File: src/rtl/iter_divider.sv
// ----------------------------------------------------------------------------
// iter_divider
//
// Multi-cycle radix-2 restoring divider serving the EX-stage DIV/DIVU
// handshake. EX raises start_i with the operands and keeps it high until it
// sees ready_o; one quotient bit is produced per clock, so a divide by a
// nonzero divisor completes 33 edges after the start edge. A zero divisor
// short-circuits to a zero result one edge after the start edge.
//
// Signed operands are converted to magnitudes on entry, the unsigned core
// runs on those, and the signs are re-applied on the final step: the
// quotient takes sign(op1)^sign(op2), the remainder takes sign(op1).
//
// Ports:
//   clk           clock
//   rst           synchronous, active-high reset
//   signed_div_i  1 = signed (DIV), 0 = unsigned (DIVU); sampled at start
//   opdata1_i     dividend; sampled at start
//   opdata2_i     divisor; sampled at start
//   start_i       request, held by EX until ready_o is seen
//   annul_i       abort the current operation (pipeline flush)
//   result_o      {remainder, quotient}, registered
//   ready_o       result valid, registered
// ----------------------------------------------------------------------------
module iter_divider #(
    parameter int DW = 32
) (
    input  logic              clk,
    input  logic              rst,
    input  logic              signed_div_i,
    input  logic [DW-1:0]     opdata1_i,
    input  logic [DW-1:0]     opdata2_i,
    input  logic              start_i,
    input  logic              annul_i,
    output logic [2*DW-1:0]   result_o,
    output logic              ready_o
);

    localparam int CW = $clog2(DW);
    localparam logic [CW-1:0] LAST_STEP = CW'(DW - 1);

    typedef enum logic [1:0] {
        S_IDLE   = 2'd0,
        S_BYZERO = 2'd1,
        S_RUN    = 2'd2,
        S_DONE   = 2'd3
    } state_t;

    state_t state;
    state_t state_next;

    logic [CW-1:0] counter;
    logic [DW-1:0] rem;
    logic [DW-1:0] dvd;       // dividend bits shift out, quotient bits shift in
    logic [DW-1:0] divisor;
    logic          sign_q;
    logic          sign_r;

    // Operand magnitudes; |most-negative| wraps to itself, which is the
    // correct unsigned magnitude.
    logic          start_ok;
    logic [DW-1:0] op1_mag;
    logic [DW-1:0] op2_mag;

    assign start_ok = start_i && !annul_i;
    assign op1_mag  = (signed_div_i && opdata1_i[DW-1]) ? (~opdata1_i + 1'b1) : opdata1_i;
    assign op2_mag  = (signed_div_i && opdata2_i[DW-1]) ? (~opdata2_i + 1'b1) : opdata2_i;

    // One restoring step. The trial difference is kept one bit wider than the
    // shifted remainder so its MSB is a clean borrow flag.
    logic [DW:0]   rem_sh;
    logic [DW+1:0] diff;
    logic          q_bit;
    logic [DW-1:0] rem_step;
    logic [DW-1:0] dvd_step;
    logic [DW-1:0] quot_final;
    logic [DW-1:0] rem_final;

    assign rem_sh     = {rem, dvd[DW-1]};
    assign diff       = {1'b0, rem_sh} - {2'b00, divisor};
    assign q_bit      = ~diff[DW+1];
    // When the step succeeds the difference is below the divisor, and when it
    // fails the shifted remainder is, so the upper bit is always zero here.
    assign rem_step   = q_bit ? diff[DW-1:0] : rem_sh[DW-1:0];
    assign dvd_step   = {dvd[DW-2:0], q_bit};
    assign quot_final = sign_q ? (~dvd_step + 1'b1) : dvd_step;
    assign rem_final  = sign_r ? (~rem_step + 1'b1) : rem_step;

    always_ff @(posedge clk) begin
        if (rst) begin
            state <= S_IDLE;
        end else begin
            state <= state_next;
        end
    end

    always_comb begin
        state_next = state;
        case (state)
            S_IDLE: begin
                if (start_ok) begin
                    state_next = (opdata2_i == '0) ? S_BYZERO : S_RUN;
                end
            end
            S_BYZERO: begin
                state_next = annul_i ? S_IDLE : S_DONE;
            end
            S_RUN: begin
                if (annul_i) begin
                    state_next = S_IDLE;
                end else if (counter == LAST_STEP) begin
                    state_next = S_DONE;
                end
            end
            S_DONE: begin
                if (!start_i || annul_i) begin
                    state_next = S_IDLE;
                end
            end
            default: state_next = S_IDLE;
        endcase
    end

    always_ff @(posedge clk) begin
        if (rst) begin
            counter  <= '0;
            rem      <= '0;
            dvd      <= '0;
            divisor  <= '0;
            sign_q   <= 1'b0;
            sign_r   <= 1'b0;
            result_o <= '0;
            ready_o  <= 1'b0;
        end else begin
            case (state)
                S_IDLE: begin
                    ready_o <= 1'b0;
                    if (start_ok) begin
                        dvd     <= op1_mag;
                        divisor <= op2_mag;
                        sign_q  <= signed_div_i && (opdata1_i[DW-1] ^ opdata2_i[DW-1]);
                        sign_r  <= signed_div_i && opdata1_i[DW-1];
                        counter <= '0;
                        rem     <= '0;
                    end
                end
                S_BYZERO: begin
                    result_o <= '0;
                    if (!annul_i) begin
                        ready_o <= 1'b1;
                    end
                end
                S_RUN: begin
                    if (annul_i) begin
                        result_o <= '0;
                        ready_o  <= 1'b0;
                    end else begin
                        rem     <= rem_step;
                        dvd     <= dvd_step;
                        counter <= counter + 1'b1;
                        if (counter == LAST_STEP) begin
                            result_o <= {rem_final, quot_final};
                            ready_o  <= 1'b1;
                        end
                    end
                end
                S_DONE: begin
                    if (!start_i || annul_i) begin
                        ready_o <= 1'b0;
                    end
                end
                default: ready_o <= 1'b0;
            endcase
        end
    end

endmodule

File: config.mk
export PLATFORM = sky130hd
export DESIGN_NAME = iter_divider
export DESIGN_NICKNAME = d
export VERILOG_FILES = /design/src/rtl/iter_divider.sv
export SDC_FILE = /design/constraint.sdc
export NUM_CORES = 1
export LEC_CHECK = 0
export CAP_MARGIN = 0
export CORE_ASPECT_RATIO = 1.4
export CORE_MARGIN = 2
export CORE_UTILIZATION = 55
export DETAILED_ROUTE_END_ITERATION = 16
export PLACE_DENSITY = 0.83
export SLEW_MARGIN = 10
export SYNTH_ARGS = -nofsm -noshare
export SYNTH_HDL_FRONTEND = slang
export SYNTH_SLANG_ARGS = --single-unit
File: constraint.sdc
create_clock -name clk -period 6.08 [get_ports clk]
set_clock_uncertainty 0.05 [all_clocks]
set_input_delay 0.912 -clock clk [delete_from_list [all_inputs] [get_ports clk]]
set_output_delay 0.912 -clock clk [all_outputs]
set_load 0.1 [all_outputs]
Word level (Yosys, flattened, before mapping) --
Cells that the tools add are included.
Word-level totals: register bits 170, logic and storage cells 75, input bits 69, output and inout port bits 65
Cells by class: reductions and logical operators 16, add/sub/neg operators 6, equality and inequality tests 9, multiplexer cells 29, bitwise operators 6
Operator list (count):
- 32-bit two-way mux | 9
- 32-bit by 1-bit adder with 32-bit output (second input constant) | 4
- 64-bit two-way mux | 2
- 32-bit inverter | 4
- 32-bit one-hot mux with 2 select lines | 2
- 64-bit one-hot mux with 2 select lines | 1
- 33-bit by 32-bit subtractor with 34-bit output | 1
- 32-bit zero test | 1
- 2-bit two-way mux | 6
- 5-bit two-way mux | 2
- 5-bit one-hot mux with 2 select lines | 1
- 3-bit AND reduction | 3
- 2-bit != test (second input constant) | 4
- 2-bit one-hot mux with 4 select lines | 1
- 5-bit by 1-bit adder with 5-bit output (second input constant) | 1
- 5-bit equality test (second input constant) | 1
- 2-bit equality test (second input constant) | 2
- 1-bit logical AND | 4
- 1-bit two-way mux | 4
- 1-bit one-hot mux with 4 select lines | 1
- 2-bit AND reduction | 2
- 2-bit nonzero test | 2
- 3-bit != test (second input constant) | 1
- 2-bit by 1-bit equality test with 1-bit output (second input constant) | 1
- other kinds (5) | 6

Longest topological paths before layout --
Gate-level depths: netlist (run 1).
depth in word-level cells 8, mapped depth 24, depth with buffers taken out 19

Least setup slack after synthesis (run 1) --
Ideal clock, no wire load.
path kind register to register, start register divisor[26], end register result_o[30], path slack 1294 ps, stages on the path, launching flop included 23, buffers on the path 5, library setup time 128 ps, data required time 5902 ps, clock period less this slack 4786 ps, arrival time 4608 ps, path through dfxtp_1 > inv_1 > ha_1 > a21oi_2 > o21ai_2 > a2111o_1 > o21bai_1 > or3_1 > buf_6 > inv_2 > buf_2 > buf_2 > buf_2 > buf_1 > ha_1 > nand3_1 > o41a_1 > a21oi_1 > a21boi_0 > nand2_1 > xor2_1 > a22oi_1 > nor2_1
On the way: word-level cells in the longest chain between the ends 8
RTL lines:
- start: declaration | line 55 | logic [DW-1:0] divisor;
- start signal: assignment | line 140 | divisor <= op2_mag;
- 33-bit by 32-bit subtractor with 34-bit output | line 80 | assign diff = {1'b0, rem_sh} - {2'b00, divisor};
- 1-bit inverter | line 81 | assign q_bit = ~diff[DW+1];
- 32-bit inverter | line 86 | assign quot_final = sign_q ? (~dvd_step + 1'b1) : dvd_step;
- 32-bit by 1-bit adder with 32-bit output | line 86
- 32-bit two-way mux | line 86
- 64-bit two-way mux | line 161 | if (counter == LAST_STEP) begin
- 64-bit two-way mux | line 154 | if (annul_i) begin
- 64-bit one-hot mux with 2 select lines | line 135 | case (state)
- end signal: assignment | line 162 | result_o <= {rem_final, quot_final};
- end: declaration | line 35 | output logic [2*DW-1:0] result_o,
No other way between the ends. The select of a mux whose other input is x is not followed. A chain may end at the register's enable or synchronous reset.

Final worst setup path (run 1) --
start register dvd[31], end register result_o[59]
On the way: word-level cells in the longest chain between the ends 8
RTL lines:
- start: declaration | line 54 | logic [DW-1:0] dvd;
- start signal: assignment | line 139 | dvd <= op1_mag;
- start signal: assignment | line 159 | dvd <= dvd_step;
- 33-bit by 32-bit subtractor with 34-bit output | line 80
- 32-bit two-way mux * | line 84 | assign rem_step = q_bit ? diff[DW-1:0] : rem_sh[DW-1:0];
- 32-bit inverter | line 87 | assign rem_final = sign_r ? (~rem_step + 1'b1) : rem_step;
- 32-bit by 1-bit adder with 32-bit output | line 87
- 32-bit two-way mux * | line 87
- 64-bit two-way mux * | line 161
- 64-bit two-way mux * | line 154
- 64-bit one-hot mux with 2 select lines * | line 135
Mark *: on every way between the ends. The rest lies on a longest branch, timed or not. The select of a mux whose other input is x is not followed.

==> flow_summary.ini, run 1 <==
[routing]
drt-initial-drc-count = 1001
drt-total-wl_um = 37080
detail_route.first_pass.iterations = 6
vias = 12100
ant_nets = 0
post_drt_wl_per_cell_um = 19.22
drc_errors = 0
vias_per_cell = 6.275

[placed_design]
postPlaceCellArea_mm2 = 0.01316
place.gp.congestion = 0.9757
dp_hpwl_um = 27610
io_buffer_count = 133
dpl_worst_slack_ps = 1197

[layout]
layout.nets = 1770
seq_area_mm2 = 0.003403
design_area_mm2 = 0.01376
diodes = 0
final_layout_size_suffix_gt1_share_pct = 4.494
n_fill_cell = 1812
utilization_pct = 65.40
multi_input_area_mm2 = 0.007771
area_growth_pct = 17.51

[yosys]
ys_seq_area_share_pct = 29.05
yosys_warnings = 0
synth_edf_count = 0
avgSynthCellArea_um2 = 7.400
synth.area.top_cells = dfxtp_1 (29%), nand2_1 (6.8%), nor2_1 (5.9%)
synth_nets = 1696
synthesis.area_mm2 = 0.01171
synthArstFlopShare_pct = 0
ys_ff_latch = 170
dominantRegCellSynth = dfxtp_1
netlist_instances = 1583
synth_cell_types = 77
synth_top_area_cell = dfxtp_1
synth_top_area_share_pct = 29.05

[clock_tree]
cts-buffers-inserted = 17
cts_setup_buffers = 0
ctsResizeCount = 0
cts_num_sinks = 170
clkTransAtPathRegs_ps = 70
tritoncts = yes
insertion_delay_ps = 440
holdBufCountCts = 0
cts-root-buf = clkbuf_16
h-tree-depth = 4
cts.path.max_buffers = 2

[critical_path]
crit_top_cell = o31ai_1
cp.arrival_ps = 5410
crit_path_start_kind = flop
worstPathCellList = inv_1 > ha_1 > fa_1 > nand2b_1 > a21oi_1 > o21ai_0 > o31ai_1 > a21oi_1 > xnor2_1 > o31ai_1 > nand3_1 > o31ai_1 > xor2_1 > a22o_1
cp.required_ps = 6420
crit_fanout = 6
setup.worst_path.class = flop to flop
critPathMaxStageDelay_ps = 1050
slowest_stage = o31ai_1
endpoint_kind = flop

[grt]
antenna_found_initial = 0
grt-ovfl-total = 0
grt_pass1_vias = 11710
grtUsageTotal_pct = 33.01
grt_pass1_wl_um = 59190
grt_max_degree = 80

[floorplanning]
io_pins = 134
rows = 63
core_area_mm2 = 0.02105
die_w_um = 127.3
dieHeight_um = 176.7
fp.dieArea_mm2 = 0.02250
start_util_pct = 55.66

[sta]
finalSetupViolCount = 0
rsz0062_at_grt = false
slew_headroom_pct = 17.33
drv_slew = 0
period_share_pct = 83.44
fin_setup_tns_ps = 0
hold_violations = 0
period_minus_slack_ps = 5073
worst_pin_slew_ps = 1229
layout_setup_ws_ps = 1007
clock.fmax_mhz = 197.1

[pwr]
leakagePower_uw = 0.005038
ir_worst_vdd_v = 0.0002517
power_density_mw_per_mm2 = 391.1

[flow_run]
maxCapViolCount = 0

[hold_path]
hold_class = flop to flop

[outcome]
status = complete, no violations
[cell usage after synthesis, types with 4 or more instances]
library cell  count
o21a_1           13
o31ai_1          26
o21ai_1           4
o41a_1            4
a22oi_1          64
mux2_2            6
or4_1            12
ha_1             43
nand3_1          25
o211ai_1          7
o2111ai_1         4
a31oi_1          16
nor4_1           16
inv_1            56
buf_1             7
or3_1            24
buf_2             5
and3_1            8
o41ai_1           8
a21oi_1         126
nor2b_1          11
xor2_1           57
nand2b_1          9
a311oi_1          5
xnor2_1          70
mux2i_1          11
a22o_1           18
a211oi_1         33
dfxtp_1         170
a41oi_1           4
clkbuf_1         80
nor3_1           46
and4_1            4
nor2_1          183
nand2_1         212
nor3b_1           4
a21o_1            9
a21boi_0          9
nand4_1          10
and2_1            9
o21ai_0         101
[path summary, 6_finish.rpt]
check / from / end / slack, ps / cells after the start
setup / recovery: dvd[31] / result_o[59] / 1010 / 14
hold / removal: divisor[27] / divisor[27] / 400 / 2
setup reg to reg: dvd[31] / result_o[59] / 1010 / 14
hold reg to reg: divisor[27] / divisor[27] / 400 / 2
[sequential cells by signal, indices dropped and copies added (netlist names)]
signal    flops
ready_o       1
state         2
sign_r        1
divisor      32
dvd          32
result_o     64
counter       5
rem          32
sign_q        1
[power breakdown]
group / internal [µW] / leakage, µW / switching (µW) / total, µW
Combinational: 978 / 0.00337 / 1930 / 2910
Sequential: 1220 / 0.00138 / 115 / 1340
Clock: 670 / 0.000291 / 469 / 1140
[routing by layer]
metal	vias to the layer above	track usage, %	wire [µm]	share of wire (%)
met5	-	0	0	0
li1	5833	-	-	-
met2	471	60.29	19320	52
met3	140	4.625	1777	4.8
met1	5660	35.21	13580	37
met4	0	21.34	2406	6.5
[logic make-up after synthesis]
group                    count (synthesis)  share of synthesized area [%]
flip-flops                             170                          29.05
multiplexers                            17                          1.517
adder cells (fa/ha/maj)                 44                          4.764
AO/OA/AOI/OAI                          485                          27.30
XOR/XNOR                               127                          9.496
buffers and inverters                  151                          4.988
AND/OR/NAND/NOR                        589                          22.88
[cell type report]
type | instances | share of cell area (%)
clock inverter | 9 | 0.9999
multi-input combinational | 1262 | 56.46
tap | 260 | 2.363
clock buffer | 22 | 3.372
sequential | 170 | 24.72
inverter | 57 | 1.554
timing repair buffer | 149 | 10.53
[placed cells by master, fill, tap and decap left out, types with 25 or more instances in the layout]
| cell type | netlist | routed |
|---|---|---|
| ha_1 | 43 | 42 |
| o21ai_0 | 101 | 100 |
| nand3_1 | 25 | 25 |
| nor2_1 | 183 | 181 |
| xor2_1 | 57 | 57 |
| o31ai_1 | 26 | 26 |
| xnor2_1 | 70 | 70 |
| a211oi_1 | 33 | 33 |
| a21oi_1 | 126 | 125 |
| clkdlybuf4s50_1 | 0 | 132 |
| dfxtp_1 | 170 | 170 |
| nor3_1 | 46 | 45 |
| nand2_1 | 212 | 212 |
| inv_1 | 56 | 56 |
| a22oi_1 | 64 | 64 |
[metrics by stage]
step | std cells | power, µW | hold WS [ps]
2_1_floorplan | 1583 | 3414 | 381.9
3_3_place_gp | 1898 | 4134 | 390.7
3_5_place_dp | 1898 | 4177 | 394.7
4_1_cts | 1929 | 5332 | 404.7
5_1_grt | 1929 | 5699 | 430.4
6_report | 1929 | 5383 | 402.9
[worst max-delay path: cells and delay by family, from the launching register on]
family,cells,cell delay (ps)
AO/OA/AOI/OAI,7,2870
adder cells (fa/ha/maj),2,620
XOR/XNOR,2,540
AND/OR/NAND/NOR,2,480
flip-flops,1,390
buffers and inverters,1,80
Power figures use the tool's default switching activity.
==> run 2: changes to the inputs <==
- clock period: 6.08 -> 5.3 ns (I/O delays scaled with it)
==> flow_summary.ini, run 2 (synthesis results as in run 1) <==
[critical_path]
endpoint_kind = flop
crit_fanout = 11
critical_path.n_buffers_inverters = 2
crit_path_start_kind = flop
setup.worst_path.class = flop to flop
r2r-end = result_o[58]
cp.required_ps = 5590
r2r_slack_ps = 320
crit_family = compound AO/OA/AOI/OAI gates
worst_r2r_path_depth = 18
worstPathCellList = ha_1 > a21oi_1 > o211ai_1 > a21oi_1 > o21bai_1 > or3_2 > inv_2 > a21boi_0 > inv_1 > ha_1 > nand2_1 > or3_1 > nor4_1 > o22ai_1 > nor3_1 > a31oi_1 > xor2_1 > a22o_1
slowest_stage = or3_2
rr_startpoint = rem[19]
critPathMaxStageDelay_ps = 630
cp.arrival_ps = 5260

[sta]
worst_pin_slew_ps = 1161
clock.fmax_mhz = 201.0
drv_slew = 0
rsz0062_at_grt = false
period_minus_slack_ps = 4976
hold_violations = 0
finalSetupViolCount = 0
fin_setup_tns_ps = 0
hold_ws_ps = 403.4
period_share_pct = 93.88
layout_setup_ws_ps = 324.1
slew_headroom_pct = 22.57

[placed_design]
postPlaceCellArea_mm2 = 0.01316
io_buffer_count = 133
dp_hpwl_um = 27220
dpl_worst_slack_ps = 432.3
dp_cells = 1899
place.gp.congestion = 0.9668

[hold_path]
hold_class = flop to flop
hold_end = result_o[37]
holdPathStages = 2
worstHoldStart = result_o[37]

[grt]
grt-ovfl-total = 0
grt_pass1_wl_um = 57680
antenna_found_initial = 0
grt_pass1_vias = 11620
grtUsageTotal_pct = 31.94
grt_max_degree = 88

[layout]
regMostFlops = result_o
final_layout_size_suffix_gt1_share_pct = 4.788
design_area_mm2 = 0.01374
final_common_cell = nand2_1
diodes = 0
layout_common_cells = nand2_1 (212), nor2_1 (181), dfxtp_1 (170)
layout.nets = 1771
largest_reg_flops = 64
final_cells = 1931
seq_area_mm2 = 0.003403
area_growth_pct = 17.30
multi_input_area_mm2 = 0.007764
n_fill_cell = 1804

[outcome]
status = complete, no violations

[floorplanning]
dieHeight_um = 176.7
die_w_um = 127.3
io_pins = 134
start_util_pct = 55.66
fp.dieArea_mm2 = 0.02250
rows = 63
core_area_mm2 = 0.02105

[clock_tree]
clkTransAtPathRegs_ps = 70
cts-buffers-inserted = 17
holdBufCountCts = 0
cts-root-buf = clkbuf_16
insertion_delay_ps = 440
h-tree-depth = 4
tritoncts = yes
ctsResizeCount = 0
cts.path.max_buffers = 2
cts_num_sinks = 170
cts_setup_buffers = 0

[pwr]
power_density_mw_per_mm2 = 445.3
ir_worst_vdd_v = 0.0002608
leakagePower_uw = 0.005036

[routing]
vias_per_cell = 6.297
post_drt_wl_per_cell_um = 18.90
drc_errors = 0
drt-total-wl_um = 36500
vias = 12160
detail_route.first_pass.iterations = 7
drt-initial-drc-count = 1021
ant_nets = 0

[flow_run]
maxCapViolCount = 0
-- run 2: cell types whose count changed in the layout (fill, tap and decap cells not counted), sizes merged --
| cell | delta |
|---|---|
| clkbuf | -5 |
| buf | +1 |
| clkinv | +3 |
| inv | +6 |
| bufinv | -3 |
-- run 2: stage by stage --
stage	utilization [%]	total power [µW]
finish	65.29	6119
global route	65.29	6472
CTS	65.29	6044
detailed placement	62.54	4795
global placement	62.54	4754
floorplan	-	3917
-- run 2: worst max path at each step --
| stage | cells after the start | to | from | slack (ps) |
|---|---|---|---|---|
| after floorplan | 22 | result_o[30] | divisor[26] | 510 |
| after global placement | 18 | result_o[58] | rem[19] | 570 |
| final | 18 | result_o[58] | rem[19] | 320 |
| after global routing | 18 | result_o[58] | rem[19] | 40 |
| after CTS | 18 | result_o[58] | rem[19] | 410 |
| after detailed placement | 18 | result_o[58] | rem[19] | 430 |
-- run 2: tightest hold or removal path, cell delays in order, from the launching register on --
cell	delay (ps)
dfxtp_1	310
nand2_1	50
a21oi_1	50
-- run 2: layout make-up --
class / count / share of cell area, %
multi-input cells: 1262 / 56.50
flip-flops and latches: 170 / 24.77
repair buffers: 150 / 10.60
clock buffers: 17 / 3.096
well taps: 260 / 2.368
inverters: 57 / 1.557
clock inverters: 15 / 1.111
-- run 2: report_power, final --
part | internal (µW) | switching [µW] | leakage [µW]
Sequential | 1400 | 127 | 0.00138
Clock | 629 | 610 | 0.000283
Combinational | 1120 | 2230 | 0.00338
-- run 2: metal layers --
layer	vias up	GRT usage (%)	part of all wire, %	wire length [µm]
li1	5837	-	-	-
met1	5694	33.86	37	13560
met2	465	58.13	51	18590
met3	163	4.776	4.8	1751
met4	0	21.11	7.1	2587
met5	-	0	0	0
==> run 3: changes to the inputs <==
- clock period: 5.3 -> 6.2 ns (I/O delays scaled with it)
==> flow_summary.ini, run 3 (synthesis results as in run 1) <==
[layout]
multi_input_area_mm2 = 0.007771
layout_common_cells = nand2_1 (212), nor2_1 (181), dfxtp_1 (170)
seq_area_mm2 = 0.003403
regMostFlops = result_o
design_area_mm2 = 0.01372
diodes = 0
largest_reg_flops = 64
n_fill_cell = 1825
area_growth_pct = 17.17
layout.nets = 1770
final_common_cell = nand2_1
final_layout_size_suffix_gt1_share_pct = 4.491

[clock_tree]
ctsResizeCount = 0
cts_num_sinks = 170
cts-buffers-inserted = 17
clkTransAtPathRegs_ps = 70
cts-root-buf = clkbuf_16
holdBufCountCts = 0
insertion_delay_ps = 440
cts_setup_buffers = 0
cts.path.max_buffers = 2
h-tree-depth = 4
tritoncts = yes

[critical_path]
endpoint_kind = flop
crit_fanout = 29
setup.worst_path.class = flop to flop
cp.required_ps = 6480
crit_path_start_kind = flop
cp.arrival_ps = 5590

[floorplanning]
io_pins = 134
dieHeight_um = 176.7
rows = 63
fp.dieArea_mm2 = 0.02250
start_util_pct = 55.66
core_area_mm2 = 0.02105
die_w_um = 127.3

[routing]
post_drt_wl_per_cell_um = 18.84
drt-initial-drc-count = 962
drt-total-wl_um = 36370
drc_errors = 0
vias_per_cell = 6.251
ant_nets = 0
detail_route.first_pass.iterations = 5
vias = 12060

[pwr]
leakagePower_uw = 0.005011
power_density_mw_per_mm2 = 379.0
ir_worst_vdd_v = 0.0002714

[grt]
met1_usage_pct = 33.62
grtUsageTotal_pct = 31.75
met2_usage_pct = 59.25
globalRouteMet3Util_pct = 4.504
antenna_found_initial = 0
grt_pass1_vias = 11390
grt_max_degree = 80
grt_pass1_wl_um = 57120
grt_most_used_layer = met2
grt-ovfl-total = 0

[sta]
rsz0062_at_grt = false
clock.fmax_mhz = 188.6
hold_violations = 0
period_share_pct = 85.51
worst_pin_slew_ps = 1187
fin_setup_tns_ps = 0
drv_slew = 0
slew_headroom_pct = 20.86
finalSetupViolCount = 0
layout_setup_ws_ps = 898.3
period_minus_slack_ps = 5302

[placed_design]
dp_hpwl_um = 27290
place.gp.congestion = 0.9665
io_buffer_count = 133
dpl_worst_slack_ps = 1018
postPlaceCellArea_mm2 = 0.01316

[hold_path]
hold_class = flop to flop

[flow_run]
maxCapViolCount = 0

[outcome]
status = complete, no violations
## run 3: changes by cell type in the layout (fill, tap and decap cells not counted), moves of 2 or more
cell / previous run / this run
clkbuf_1: 0 / 4
clkinv_2: 2 / 0
clkinv_8: 2 / 0
clkinvlp_4: 1 / 3
inv_8: 3 / 1
## run 3: layout make-up
class	count	share of cell area [%]
clock buffers	22	3.309
clock inverters	10	0.7840
inverters	57	1.559
multi-input cells	1262	56.62
flip-flops and latches	170	24.80
well taps	260	2.370
repair buffers	149	10.56
## run 3: worst paths after layout
kind / from / end / slack [ps] / cells after the start
worst max-delay path: rem[19] / result_o[58] / 900 / 18
worst min-delay path: divisor[27] / divisor[27] / 400 / 2
worst max register to register: rem[19] / result_o[58] / 900 / 18
worst min register to register: divisor[27] / divisor[27] / 400 / 2
## run 3: per-layer routing
layer | wire length (µm) | share of wire [%]
met5 | 0 | 0
met1 | 13510 | 37
met3 | 1561 | 4.3
met2 | 19110 | 53
met4 | 2192 | 6.0
## run 3: power breakdown
group          internal [µW]  switching [µW]
logic                    959            1890
clock network            572             473
registers               1200             112
total                   2730            2470
## run 3: through the flow
| stage | total power [µW] | util, % | cells | hold slack (ps) |
|---|---|---|---|---|
| floorplan | 3348 | - | 1583 | 381.9 |
| global placement | 4070 | 62.54 | 1898 | 391.6 |
| detailed placement | 4099 | 62.54 | 1898 | 396.6 |
| CTS | 5148 | 65.21 | 1930 | 404.3 |
| global route | 5498 | 65.21 | 1930 | 436.0 |
| finish | 5201 | 65.21 | 1930 | 402.5 |
## run 3: worst max-delay path: stages (launching register included)
cell,delay (ps)
dfxtp_1,360
ha_1,400
a21oi_1,310
o211ai_1,130
a21oi_1,420
o21bai_1,130
or3_2,760
inv_2,370
a21boi_0,200
inv_1,110
ha_1,200
nand2_1,60
or3_1,430
nor4_1,280
o22ai_1,160
nor3_1,260
a31oi_1,130
xor2_1,180
a22o_1,230
